[config.mk]
export PLATFORM = sky130hd
export DESIGN_NAME = pipe_reg_elastic
export DESIGN_NICKNAME = d
export VERILOG_FILES = /design/src/rtl/pipe_reg_elastic_pkg.sv /design/src/rtl/pipe_reg_elastic.sv
export SDC_FILE = /design/constraint.sdc
export NUM_CORES = 1
export LEC_CHECK = 0
export CORE_ASPECT_RATIO = 2
export CORE_MARGIN = 4
export CORE_UTILIZATION = 40
export CTS_CLUSTER_DIAMETER = 30
export CTS_CLUSTER_SIZE = 14
export DETAILED_ROUTE_END_ITERATION = 7
export PLACE_DENSITY_LB_ADDON = 0.1
export SETUP_SLACK_MARGIN = 0.2
export SYNTH_ARGS = -nofsm -noshare
export SYNTH_HDL_FRONTEND = slang
export SYNTH_SLANG_ARGS = --single-unit
[constraint.sdc]
create_clock -name clk_i -period 6.5 [get_ports clk_i]
set_input_delay 1.3 -clock clk_i [delete_from_list [all_inputs] [get_ports clk_i]]
set_output_delay 1.3 -clock clk_i [all_outputs]
set_load 0.05 [all_outputs]
[src/rtl/pipe_reg_elastic_pkg.sv]
// Shared types and helpers for elastic pipeline registers.
package pipe_reg_elastic_pkg;

  // Hazard-unit control bundle; unpacked onto stall_i/flush_i at each stage.
  typedef struct packed {
    logic stall;
    logic flush;
  } elastic_ctrl_t;

  // Modulo-depth pointer increment: wraps explicitly from depth-1 to 0 so
  // non-power-of-2 depths never rely on binary overflow.
  function automatic int unsigned ptr_incr(input int unsigned ptr,
                                           input int unsigned depth);
    return (ptr >= depth - 32'd1) ? 32'd0 : ptr + 32'd1;
  endfunction

  // Width needed to hold an occupancy value in 0..depth.
  function automatic int cnt_w(input int depth);
    return $clog2(depth + 1);
  endfunction

  // Pointer width; a single-entry buffer still carries a 1-bit pointer.
  function automatic int ptr_w(input int depth);
    return (depth > 1) ? $clog2(depth) : 1;
  endfunction

endpackage

[src/rtl/pipe_reg_elastic.sv]
// Elastic pipeline register: DEPTH-entry in-order buffer with valid/ready
// handshake, global stall/flush and occupancy output. in_ready_o depends
// combinationally only on stall_i, never on out_ready_i.
module pipe_reg_elastic
  import pipe_reg_elastic_pkg::*;
#(
  parameter int WIDTH = 64,
  parameter int DEPTH = 2
) (
  input  logic                      clk_i,
  input  logic                      rst_ni,
  input  logic                      stall_i,
  input  logic                      flush_i,
  input  logic                      in_valid_i,
  output logic                      in_ready_o,
  input  logic [WIDTH-1:0]          in_data_i,
  output logic                      out_valid_o,
  input  logic                      out_ready_i,
  output logic [WIDTH-1:0]          out_data_o,
  output logic [cnt_w(DEPTH)-1:0]   count_o
);

  localparam int PTR_W = ptr_w(DEPTH);
  localparam int CNT_W = cnt_w(DEPTH);
  localparam logic [CNT_W-1:0] FULL_CNT = CNT_W'(DEPTH);

  logic [WIDTH-1:0] mem_p0 [DEPTH];
  logic [PTR_W-1:0] rd_ptr_p0;
  logic [PTR_W-1:0] wr_ptr_p0;
  logic [CNT_W-1:0] count_p0;

  logic [PTR_W-1:0] rd_ptr_nxt;
  logic [PTR_W-1:0] wr_ptr_nxt;
  logic [CNT_W-1:0] count_nxt;

  logic not_empty;
  logic not_full;
  logic push;
  logic pop;

  // ---- stage p0 outputs: handshake and head presentation ----
  assign not_empty   = (count_p0 != '0);
  assign not_full    = (count_p0 != FULL_CNT);
  assign in_ready_o  = not_full & ~stall_i;
  assign out_valid_o = not_empty & ~stall_i;
  assign out_data_o  = not_empty ? mem_p0[rd_ptr_p0] : '0;
  assign count_o     = count_p0;

  assign push = in_valid_i & in_ready_o;
  assign pop  = out_valid_o & out_ready_i;

  // Next-state for pointers and occupancy; flush empties the buffer and
  // voids any handshake that happened in the same cycle.
  always_comb begin
    rd_ptr_nxt = rd_ptr_p0;
    wr_ptr_nxt = wr_ptr_p0;
    count_nxt  = count_p0;
    if (flush_i) begin
      rd_ptr_nxt = '0;
      wr_ptr_nxt = '0;
      count_nxt  = '0;
    end else begin
      if (push) begin
        wr_ptr_nxt = PTR_W'(ptr_incr(32'(wr_ptr_p0), DEPTH));
      end
      if (pop) begin
        rd_ptr_nxt = PTR_W'(ptr_incr(32'(rd_ptr_p0), DEPTH));
      end
      count_nxt = count_p0 + CNT_W'(push) - CNT_W'(pop);
    end
  end

  // Control state register; reset drops every entry and overrides flush.
  always_ff @(posedge clk_i) begin
    if (!rst_ni) begin
      rd_ptr_p0 <= '0;
      wr_ptr_p0 <= '0;
      count_p0  <= '0;
    end else begin
      rd_ptr_p0 <= rd_ptr_nxt;
      wr_ptr_p0 <= wr_ptr_nxt;
      count_p0  <= count_nxt;
    end
  end

  // Payload storage; contents are only meaningful under count_p0, so no reset.
  always_ff @(posedge clk_i) begin
    if (push && !flush_i) begin
      mem_p0[wr_ptr_p0] <= in_data_i;
    end
  end

`ifndef SYNTHESIS
  // Occupancy and pointers must stay inside the buffer range.
  always_ff @(posedge clk_i) begin
    if (rst_ni) begin
      assert (count_p0 <= FULL_CNT);
      assert (32'(rd_ptr_p0) < DEPTH);
      assert (32'(wr_ptr_p0) < DEPTH);
    end
  end
`endif

endmodule

==> results.md, run 1 <==
- GPL Wtd Cong: 0.701
- Initial antenna violation count: 0
- Clock Sinks: 133
- Boundary pin count: 138
- Internal Power: 1510 uW
- Commonest non-fill, non-tap cell in the layout: clkdlybuf4s50_1
- Netlist cell types: 19
- Net Sw Power: 442 uW
- Part of the power in combinational logic: 8.0%
- First-pass GRT wire length: 15,800 microns
- Number of global-route vias before repair: 3,166
- Global Route Usage Sum: 14.7%
- Die Span X: 87.6 microns
- Synth Area per Inst: 17.0 sq um
- Worst Max-Slew Pin Slew: 0.743 ns
- DPL Wire Length: 6700 microns
- Port bufs: 137
- Largest net degree at the start of global routing: 65
- Leading cell types in the layout, fill and taps excluded: clkdlybuf4s50_1, edfxtp_1, mux2i_1, nor2_1, clkbuf_16
- Number of post-CTS setup repair buffers: 0
- Synth Instances: 298
- Startpoint class of the critical path: register
- Status: finished, final reports clean
- Kind of critical path: register to output pin
- Power share of the sequential group: 49.1%
- Clock skew: 0.00662 ns
- Share of cells above drive strength 1: 8.53%
- Post-layout min period: 4.19 ns
- RSZ-0062 raised after global routing: no
- Pwr dens: 274 mW/mm^2
- Final ANT Viol Nets: 0
- Clock transition at path regs: 0.06 ns
- Num CTS Buffers: 17
- Synthesized area: 0.00507 sq mm
- Clock Latency Late Sink: 0.41 ns
- WL per Instance: 16.9 microns
- Max_slew headroom: 50.4%
- Post-Route WL: 10,200 microns
- Max-slew violations: 0
- Initial drt markers: 134
- DRC: 0
- CP Capture Type: output pin
- Arrival @ worst endpoint: 2.89 ns
- Switching share of power: 22.6%
- CTS Hold Buffers Added: 0
- Hold Vio Cnt, Final: 0
- Clock tree root buffer cell: clkbuf_16
- P_leak: 0.00226 uW
- Post-CTS sizing: 0
- Worst vdd ir: 0.218 mV
- Synth-to-layout area growth: 40.7%
- Die height: 167 microns
- ANT cells: 0
- Longest Clk Path Bufs: 2
- Type of the most critical hold path: register to register
- Number of max-cap violations: 0
- CTS tree: yes
- Area of the die: 0.0147 sq mm
- Worst Path Max Fanout: 34
- Sequential fraction of the synthesis area: 77.7%
- Final core occ: 57.2%
- Syn Nets: 370
- Yosys reg bits: 133
- H-tree depth: 4
- YS warnings: 0
- Core Region: 0.0125 sq mm
- Setup TNS: 0 ns
- Final Setup Violations: 0
- Fmax: 0.239 GHz
- Clk pwr share: 42.8%
- Worst Path Required: 5.20 ns
- Post-route clock period utilization: 64.5%
- Final nets: 516
- Drt pass-1 iters: 4
- Initial Util: 40.6%
- Via/cell ratio: 4.79
- Grt ovf: 0
- Cell Rows: 58
- Detailed-route via count: 2,906
-- per-stage QoR --
stage,instances,area (sq um),total power (uW),setup WS (ns),hold slack [ns]
2_1_floorplan,298,5080,1060,1.71,0.447
3_3_place_gp,575,6610,1140,2.42,0.478
3_5_place_dp,575,6610,1140,2.41,0.480
4_1_cts,607,7140,1980,2.23,0.490
5_1_grt,607,7140,2030,2.11,0.542
6_report,607,7140,1960,2.31,0.488
-- power groups by stage --
stage / logic (uW) / registers (uW) / clock network (uW)
finish: 157 / 961 / 838
global route: 167 / 962 / 904
global placement: 157 / 979 / 0
detailed placement: 159 / 979 / 0
CTS: 160 / 961 / 863
floorplan: 75.8 / 980 / 0
-- area by class of cell --
cell class / count / area [sq um]
clock buffers: 18 / 429
flip-flops and latches: 133 / 3950
repair buffers: 141 / 1400
fillers: 1024 / 5340
multi-input cells: 150 / 1070
clock inverters: 14 / 105
well taps: 150 / 188
inverters: 1 / 3.75
-- synthesized netlist by cell type, drive strengths merged --
cell	n	area [sq um]
inv	1	3.75
xnor2	2	17.5
dfxtp	5	100
or3b	1	8.76
and2	3	18.8
buf	14	85.1
ha	2	25.0
nor2	66	248
nor2b	2	12.5
nand2b	1	6.26
o21ai	2	10.0
nand2	2	7.51
edfxtp	128	3840
mux2i	65	651
nor3b	1	12.5
nor3	1	5.00
o21ba	1	10.0
nand4b	1	8.76
-- routing by layer --
metal | track usage [%] | routed length (microns) | vias to the layer above
li1 | - | - | 1398
met1 | 14.2 | 3500 | 1415
met2 | 27.2 | 5970 | 81
met3 | 5.07 | 592 | 12
met4 | 6.41 | 168 | 0
met5 | 0 | 0 | -
-- worst max-delay path, stage by stage, from the launching register on --
cell and delay [ns]:
dfxtp_4 0.71, buf_4 0.61, mux2i_1 0.15, nor2_1 0.16
clkdlybuf4s50_1 0.83
-- final timing paths --
kind                            startpoint             end  slack [ns]  cells after the start
worst max-delay path              register  out_data_o[56]        2.31                      4
worst min-delay path             rd_ptr_p0       rd_ptr_p0        0.49                      2
worst max register to register  count_o[0]   mem_p0[1][46]        3.67                      4
worst min register to register   rd_ptr_p0       rd_ptr_p0        0.49                      2
-- kinds of logic (layout without fill, tap and decap cells) --
family / after synthesis / after routing / synth area share, %
compound gates: 3 / 3 / 0.395
xor+xnor: 2 / 2 / 0.345
fa+ha+maj: 2 / 2 / 0.493
buf+inv: 15 / 174 / 1.75
flops: 133 / 133 / 77.7
mux: 65 / 65 / 12.8
simple gates: 78 / 78 / 6.46
-- state kept, by name, summed over array words and instances, names as in the netlist, named ones only --
signal and count:
rd_ptr_p0 1, count_o 2, wr_ptr_p0 1, mem_p0 128
Note: power is estimated with default switching activity, not from simulation.
==> inputs of run 2 (changes only) <==
==> constraint.sdc (replaced) <==
create_clock -name clk_i -period 4.1 [get_ports clk_i]
set_input_delay 0.82 -clock clk_i [delete_from_list [all_inputs] [get_ports clk_i]]
set_output_delay 0.82 -clock clk_i [all_outputs]
set_load 0.05 [all_outputs]
==> run 2 against run 1 <==
Wire length rose by 0.41%. Sequential power up 58%. Hold slack improved by 0.0039 ns. Die area unchanged. Cell count increased by 0.33%. First-iteration DRC count shrank 0.75%. Critical path depth is the same. Setup slack got worse by 1.6 ns. Combinational power up 62%. Register-to-register slack lost 1.8 ns. Clock-buffer cell count fell by 1. Largest power group unchanged.
==> results.md, run 2 (same netlist as run 1, synthesis figures left out) <==
- Core Region: 0.0125 sq mm (unchanged)
- Die Span X: 87.6 microns (unchanged)
- Number of max-cap violations: 0 (unchanged)
- Clock tree root buffer cell: clkbuf_16
- Number of global-route vias before repair: 3,011 (-4.9%)
- R2r endpoint: mem_p0[1][21]
- Max-slew violations: 0 (unchanged)
- Setup TNS: 0 ns (unchanged)
- Port bufs: 137 (unchanged)
- Reg2reg path depth: 4 (unchanged)
- Power share of the sequential group: 47.1% (-2.0 points)
- Longest Clk Path Bufs: 2 (unchanged)
- Post-Route WL: 10,300 microns (+0.41%)
- Max reg flops: 128 (unchanged)
- Hold Path Depth: 2 (unchanged)
- Fmax: 0.295 GHz
- Cell Rows: 58 (unchanged)
- Kind of critical path: register to output pin
- Hold_sp: rd_ptr_p0
- Internal Power: 2520 uW (+67%)
- Post-layout min period: 3.39 ns
- CTS Hold Buffers Added: 0 (unchanged)
- Worst reg-to-reg setup slack: 1.89 ns (-1.78 ns)
- Final ANT Viol Nets: 0 (unchanged)
- Leading cell types in the layout, fill and taps excluded: clkdlybuf4s50_1, edfxtp_1, mux2i_1, nor2_1, clkbuf_16
- Post-CTS sizing: 0 (unchanged)
- Commonest non-fill, non-tap cell in the layout: clkdlybuf4s50_1
- Arrival @ worst endpoint: 2.57 ns (-0.32 ns)
- RSZ-0062 raised after global routing: no
- Largest net degree at the start of global routing: 46 (-29%)
- P_leak: 0.00231 uW (+2.2%)
- Initial antenna violation count: 0 (unchanged)
- CP Capture Type: output pin
- Clock Sinks: 133 (unchanged)
- Num CTS Buffers: 17 (unchanged)
- GPL Wtd Cong: 0.741 (+5.7%)
- Tot Pwr: 3240 uW (+66%)
- Clock transition at path regs: 0.06 ns (about the same)
- Worst hold endpoint: rd_ptr_p0
- ANT cells: 0 (unchanged)
- Initial Util: 40.6% (unchanged)
- Die height: 167 microns (unchanged)
- Area of the die: 0.0147 sq mm (unchanged)
- Pwr dens: 448 mW/mm^2 (+64%)
- Worst Path Required: 3.28 ns (-1.92 ns)
- Grt ovf: 0 (unchanged)
- Number of post-CTS setup repair buffers: 0 (unchanged)
- Initial drt markers: 133 (-0.75%)
- Max_slew headroom: 47.2% (-3.2 points)
- Worst Max-Slew Pin Slew: 0.790 ns (+0.0470 ns)
- WL per Instance: 16.9 microns (about the same)
- Hold Vio Cnt, Final: 0 (unchanged)
- Worst r2r src: count_o[0]
- Worst vdd ir: 0.302 mV (+39%)
- Final nets: 518 (+0.39%)
- Part of the power in combinational logic: 7.8% (-0.2 points)
- Synth-to-layout area growth: 42.4%
- Global Route Usage Sum: 14.7% (-0.048 points)
- Clock Latency Late Sink: 0.41 ns (about the same)
- Post-route clock period utilization: 82.6%
- Fin Hold WS: 0.492 ns (+0.00393 ns)
- Via/cell ratio: 4.82 (+0.77%)
- Type of the most critical hold path: register to register
- Boundary pin count: 138 (unchanged)
- Detailed-route via count: 2,938 (+1.1%)
- Clk pwr share: 45.1% (+2.3 points)
- Largest reg by FF count: mem_p0
- H-tree depth: 4 (unchanged)
- Startpoint class of the critical path: register
- Drt pass-1 iters: 5 (+1)
- DPL Wire Length: 6730 microns (+0.45%)
- Net Sw Power: 713 uW (+61%)
- First-pass GRT wire length: 15,700 microns (-0.92%)
- Fillers: 1,046 (+2.1%)
- Switching share of power: 22.0% (-0.57 points)
- DRC: 0 (unchanged)
- Worst Path Max Fanout: 35 (+2.9%)
- Final Setup Violations: 0 (unchanged)
- Clock skew: 0.00550 ns (-0.00112 ns)
- CTS tree: yes
- Status: finished, final reports clean
- Share of cells above drive strength 1: 9.15% (+0.62 points)
-- run 2: changes by cell type in the layout (fill, tap and decap cells not counted), sizes merged --
cell,before,now
clkinv,3,4
clkbuf,18,17
buf,4,6
clkinvlp,7,5
bufinv,0,2
-- run 2: area by class of cell --
class | count | area (sq um) | area share (%)
multi-input cells | 150 | 1070 | 14.8
clock inverters | 15 | 155 | 2.15
flip-flops and latches | 133 | 3950 | 54.6
repair buffers | 143 | 1440 | 19.9
clock buffers | 17 | 425 | 5.89
inverters | 1 | 3.75 | 0.0519
well taps | 150 | 188 | 2.60
-- run 2: how the worst max path moves through the flow --
stage / startpoint / endpoint / slack [ns] / cells past startpoint
2_1_floorplan: stall_i / mem_p0[1][0] / 0.67 / 3
3_3_place_gp: stall_i / out_valid_o / 0.97 / 3
3_5_place_dp: stall_i / out_valid_o / 0.96 / 3
4_1_cts: count_o[1] / out_data_o[49] / 0.66 / 4
5_1_grt: count_o[1] / out_data_o[49] / 0.56 / 4
6_report: count_o[1] / out_data_o[49] / 0.71 / 4
-- run 2: routing by layer --
metal  vias up  routed length (microns)  GRT usage (%)
li1       1406                        -              -
met3        13                      637           5.07
met1      1426                     3480           13.8
met4         0                      182           6.21
met2        93                     5980           27.5
met5         -                        0              0
-- run 2: through the flow --
stage                     util (%)  worst slack [ns]  cells  instance area (sq um)
final                         57.9             0.714    609                   7230
after global routing          57.9             0.560    609                   7230
after CTS                     57.9             0.658    609                   7230
after detailed placement      53.2             0.960    577                   6650
after global placement        53.2             0.972    577                   6650
after floorplan                  -             0.668    298                   5090
-- run 2: power by group through the flow --
stage | Sequential, uW | Clock (uW) | Combinational (uW)
floorplan | 1550 | 0 | 121
global placement | 1550 | 0 | 253
detailed placement | 1550 | 0 | 257
CTS | 1520 | 1500 | 258
global route | 1520 | 1560 | 268
finish | 1520 | 1460 | 254
-- run 2: critical path, cell delays in order (launching register included) --
cell and delay [ns]:
dfxtp_1 0.38, nor2_4 0.65, buf_12 0.28, nor2_1 0.08, clkdlybuf4s50_1 0.74
==> inputs of run 3 (changes only) <==
==> constraint.sdc (replaced) <==
create_clock -name clk_i -period 3.1 [get_ports clk_i]
set_input_delay 0.62 -clock clk_i [delete_from_list [all_inputs] [get_ports clk_i]]
set_output_delay 0.62 -clock clk_i [all_outputs]
set_load 0.05 [all_outputs]
==> run 3 against run 2 <==
Largest power group unchanged. Wire length barely moved. Clock-buffer cell count is the same. Hold slack got worse by 0.0019 ns. Largest cell class unchanged. Cell count rose by 0.49%. Flip-flop and latch count unchanged. Via count is 0.54% lower. First-iteration DRC count grew 17%. Critical path type unchanged. Sequential share of layout area is 0.072 points lower.
==> results.md, run 3 (same netlist as run 1, synthesis figures left out) <==
- Arrival @ worst endpoint: 2.19 ns (-0.38 ns)
- Clock Sinks: 133 (unchanged)
- GPL Wtd Cong: 0.731 (-1.3%)
- Commonest non-fill, non-tap cell in the layout: edfxtp_1
- Longest Clk Path Bufs: 2 (unchanged)
- Clock transition at path regs: 0.06 ns (about the same)
- Largest net degree at the start of global routing: 55 (+20%)
- P_leak: 0.00269 uW (+16%)
- Core Region: 0.0125 sq mm (unchanged)
- Number of post-CTS setup repair buffers: 0 (unchanged)
- Drt pass-1 iters: 4 (-1)
- ANT cells: 0 (unchanged)
- Reg2reg path depth: 8 (+4)
- Critical-path cell list: nor2_4 -> buf_4 -> nor2_1 -> clkdlybuf4s50_1
- Number of global-route vias before repair: 3,121 (+3.7%)
- First-pass GRT wire length: 16,200 microns (+3.3%)
- WL per Instance: 16.8 microns (-0.59%)
- Worst Path Required: 2.48 ns (-0.80 ns)
- Post-Route WL: 10,300 microns (about the same)
- Post-layout min period: 2.81 ns
- Detailed-route via count: 2,922 (-0.54%)
- Kind of critical path: register to output pin
- Clock Latency Late Sink: 0.41 ns (about the same)
- Worst reg-to-reg setup slack: 1.03 ns (-0.86 ns)
- Die Span X: 87.6 microns (unchanged)
- Type of the most critical hold path: register to register
- Fin Hold WS: 0.490 ns (-0.00191 ns)
- Leading cell types in the layout, fill and taps excluded: edfxtp_1, clkdlybuf4s50_1, mux2i_1, nor2_1, dlygate4sd2_1
- Max_slew headroom: 65.1% (+18 points)
- Boundary pin count: 138 (unchanged)
- CP max stage cell: clkdlybuf4s50_1
- Initial drt markers: 155 (+17%)
- Initial Util: 40.6% (unchanged)
- RSZ-0062 raised after global routing: no
- Final ANT Viol Nets: 0 (unchanged)
- Cell area after layout: 0.00725 sq mm (+0.26%)
- Startpoint class of the critical path: register
- CTS Hold Buffers Added: 0 (unchanged)
- CP Capture Type: output pin
- H-tree depth: 4 (unchanged)
- DPL Wire Length: 6800 microns (+1.0%)
- Worst vdd ir: 0.396 mV (+31%)
- Area of the die: 0.0147 sq mm (unchanged)
- CTS tree: yes
- Num CTS Buffers: 17 (unchanged)
- Max reg flops: 128 (unchanged)
- Worst r2r src: count_o[1]
- Largest reg by FF count: mem_p0
- Cell Rows: 58 (unchanged)
- Initial antenna violation count: 0 (unchanged)
- Pwr dens: 589 mW/mm^2 (+31%)
- Worst Max-Slew Pin Slew: 0.521 ns (-0.269 ns)
- Crit path to: out_data_o[9]
- Synth-to-layout area growth: 42.8%
- Final nets: 521 (+0.58%)
- Port bufs: 137 (unchanged)
- Status: finished, final reports clean
- Fillers: 1,046 (unchanged)
- Footprint of the multi-input gates: 0.00107 sq mm (unchanged)
- Final Setup Violations: 0 (unchanged)
- Share of cells above drive strength 1: 10.8% (+1.7 points)
- Die height: 167 microns (unchanged)
- Worst Path Max Fanout: 38 (+8.6%)
- Number of max-cap violations: 0 (unchanged)
- R2r endpoint: count_o[1]
- DRC: 0 (unchanged)
- Clock skew: 0.00900 ns (+0.00350 ns)
- Global Route Usage Sum: 15.0% (+0.30 points)
- Max-slew violations: 0 (unchanged)
- Post-route clock period utilization: 90.7%
- Clock tree root buffer cell: clkbuf_16
- CP Launch Point: count_o[1]
- Via/cell ratio: 4.77 (-1.0%)
- Fmax: 0.356 GHz
- Grt ovf: 0 (unchanged)
- Hold Vio Cnt, Final: 0 (unchanged)
- Placed cell area: 0.00668 sq mm (+0.53%)
- Worst path max stage delay: 0.84 ns (+0.10 ns)
- Reg area: 0.00395 sq mm (+0.13%)
[run 3: final cells by class]
class                   count  share of cell area [%]
multi-input cells         150                    14.7
clock buffers              17                    5.87
inverters                   1                  0.0518
flip-flops and latches    133                    54.6
clock inverters            15                    2.12
repair buffers            146                    20.1
well taps                 150                    2.59
[run 3: routing by layer]
layer	vias to the layer above	GRT usage [%]	wire length (microns)
met5	-	0	0
met4	0	7.82	248
met3	16	3.74	535
met2	93	26.8	5860
met1	1401	15.6	3620
li1	1412	-	-
[run 3: critical path, delay by kind of cell, from the launching register on]
family	cells	cell delay [ns]
buffers and inverters	2	1.09
AND/OR/NAND/NOR	2	0.29
flip-flops	1	0.40
[run 3: worst min-delay path by stage]
| stage | from | to | slack, ns | cells after the start |
|---|---|---|---|---|
| after detailed placement | rd_ptr_p0 | rd_ptr_p0 | 0.48 | 2 |
| after global routing | rd_ptr_p0 | rd_ptr_p0 | 0.52 | 2 |
| final | rd_ptr_p0 | rd_ptr_p0 | 0.49 | 2 |
| after CTS | rd_ptr_p0 | rd_ptr_p0 | 0.49 | 2 |
| after floorplan | rd_ptr_p0 | register | 0.45 | 2 |
| after global placement | rd_ptr_p0 | rd_ptr_p0 | 0.47 | 2 |
[run 3: timing repair]
| item | in CTS | in global routing |
|---|---|---|
| gates resized for setup | 34 | 11 |
| hold endpoints to repair | 0 | 0 |
| endpoints found under the setup margin | 34 | 11 |
[run 3: metrics by stage]
step,setup slack (ns),setup TNS (ns),cells,power [uW],utilization [%]
after floorplan,-0.123,-7.87,298,2210,-
after global placement,0.489,0,580,2390,53.5
after detailed placement,0.474,0,580,2390,53.5
after CTS,0.204,0,612,4320,57.8
after global routing,0.200,0,612,4420,58.0
final,0.290,0,612,4270,58.0
[run 3: report_power, final]
part           internal, uW  switching (uW)
Clock                  1190             742
Sequential             2000            9.29
Combinational           138             188
Total                  3330             940
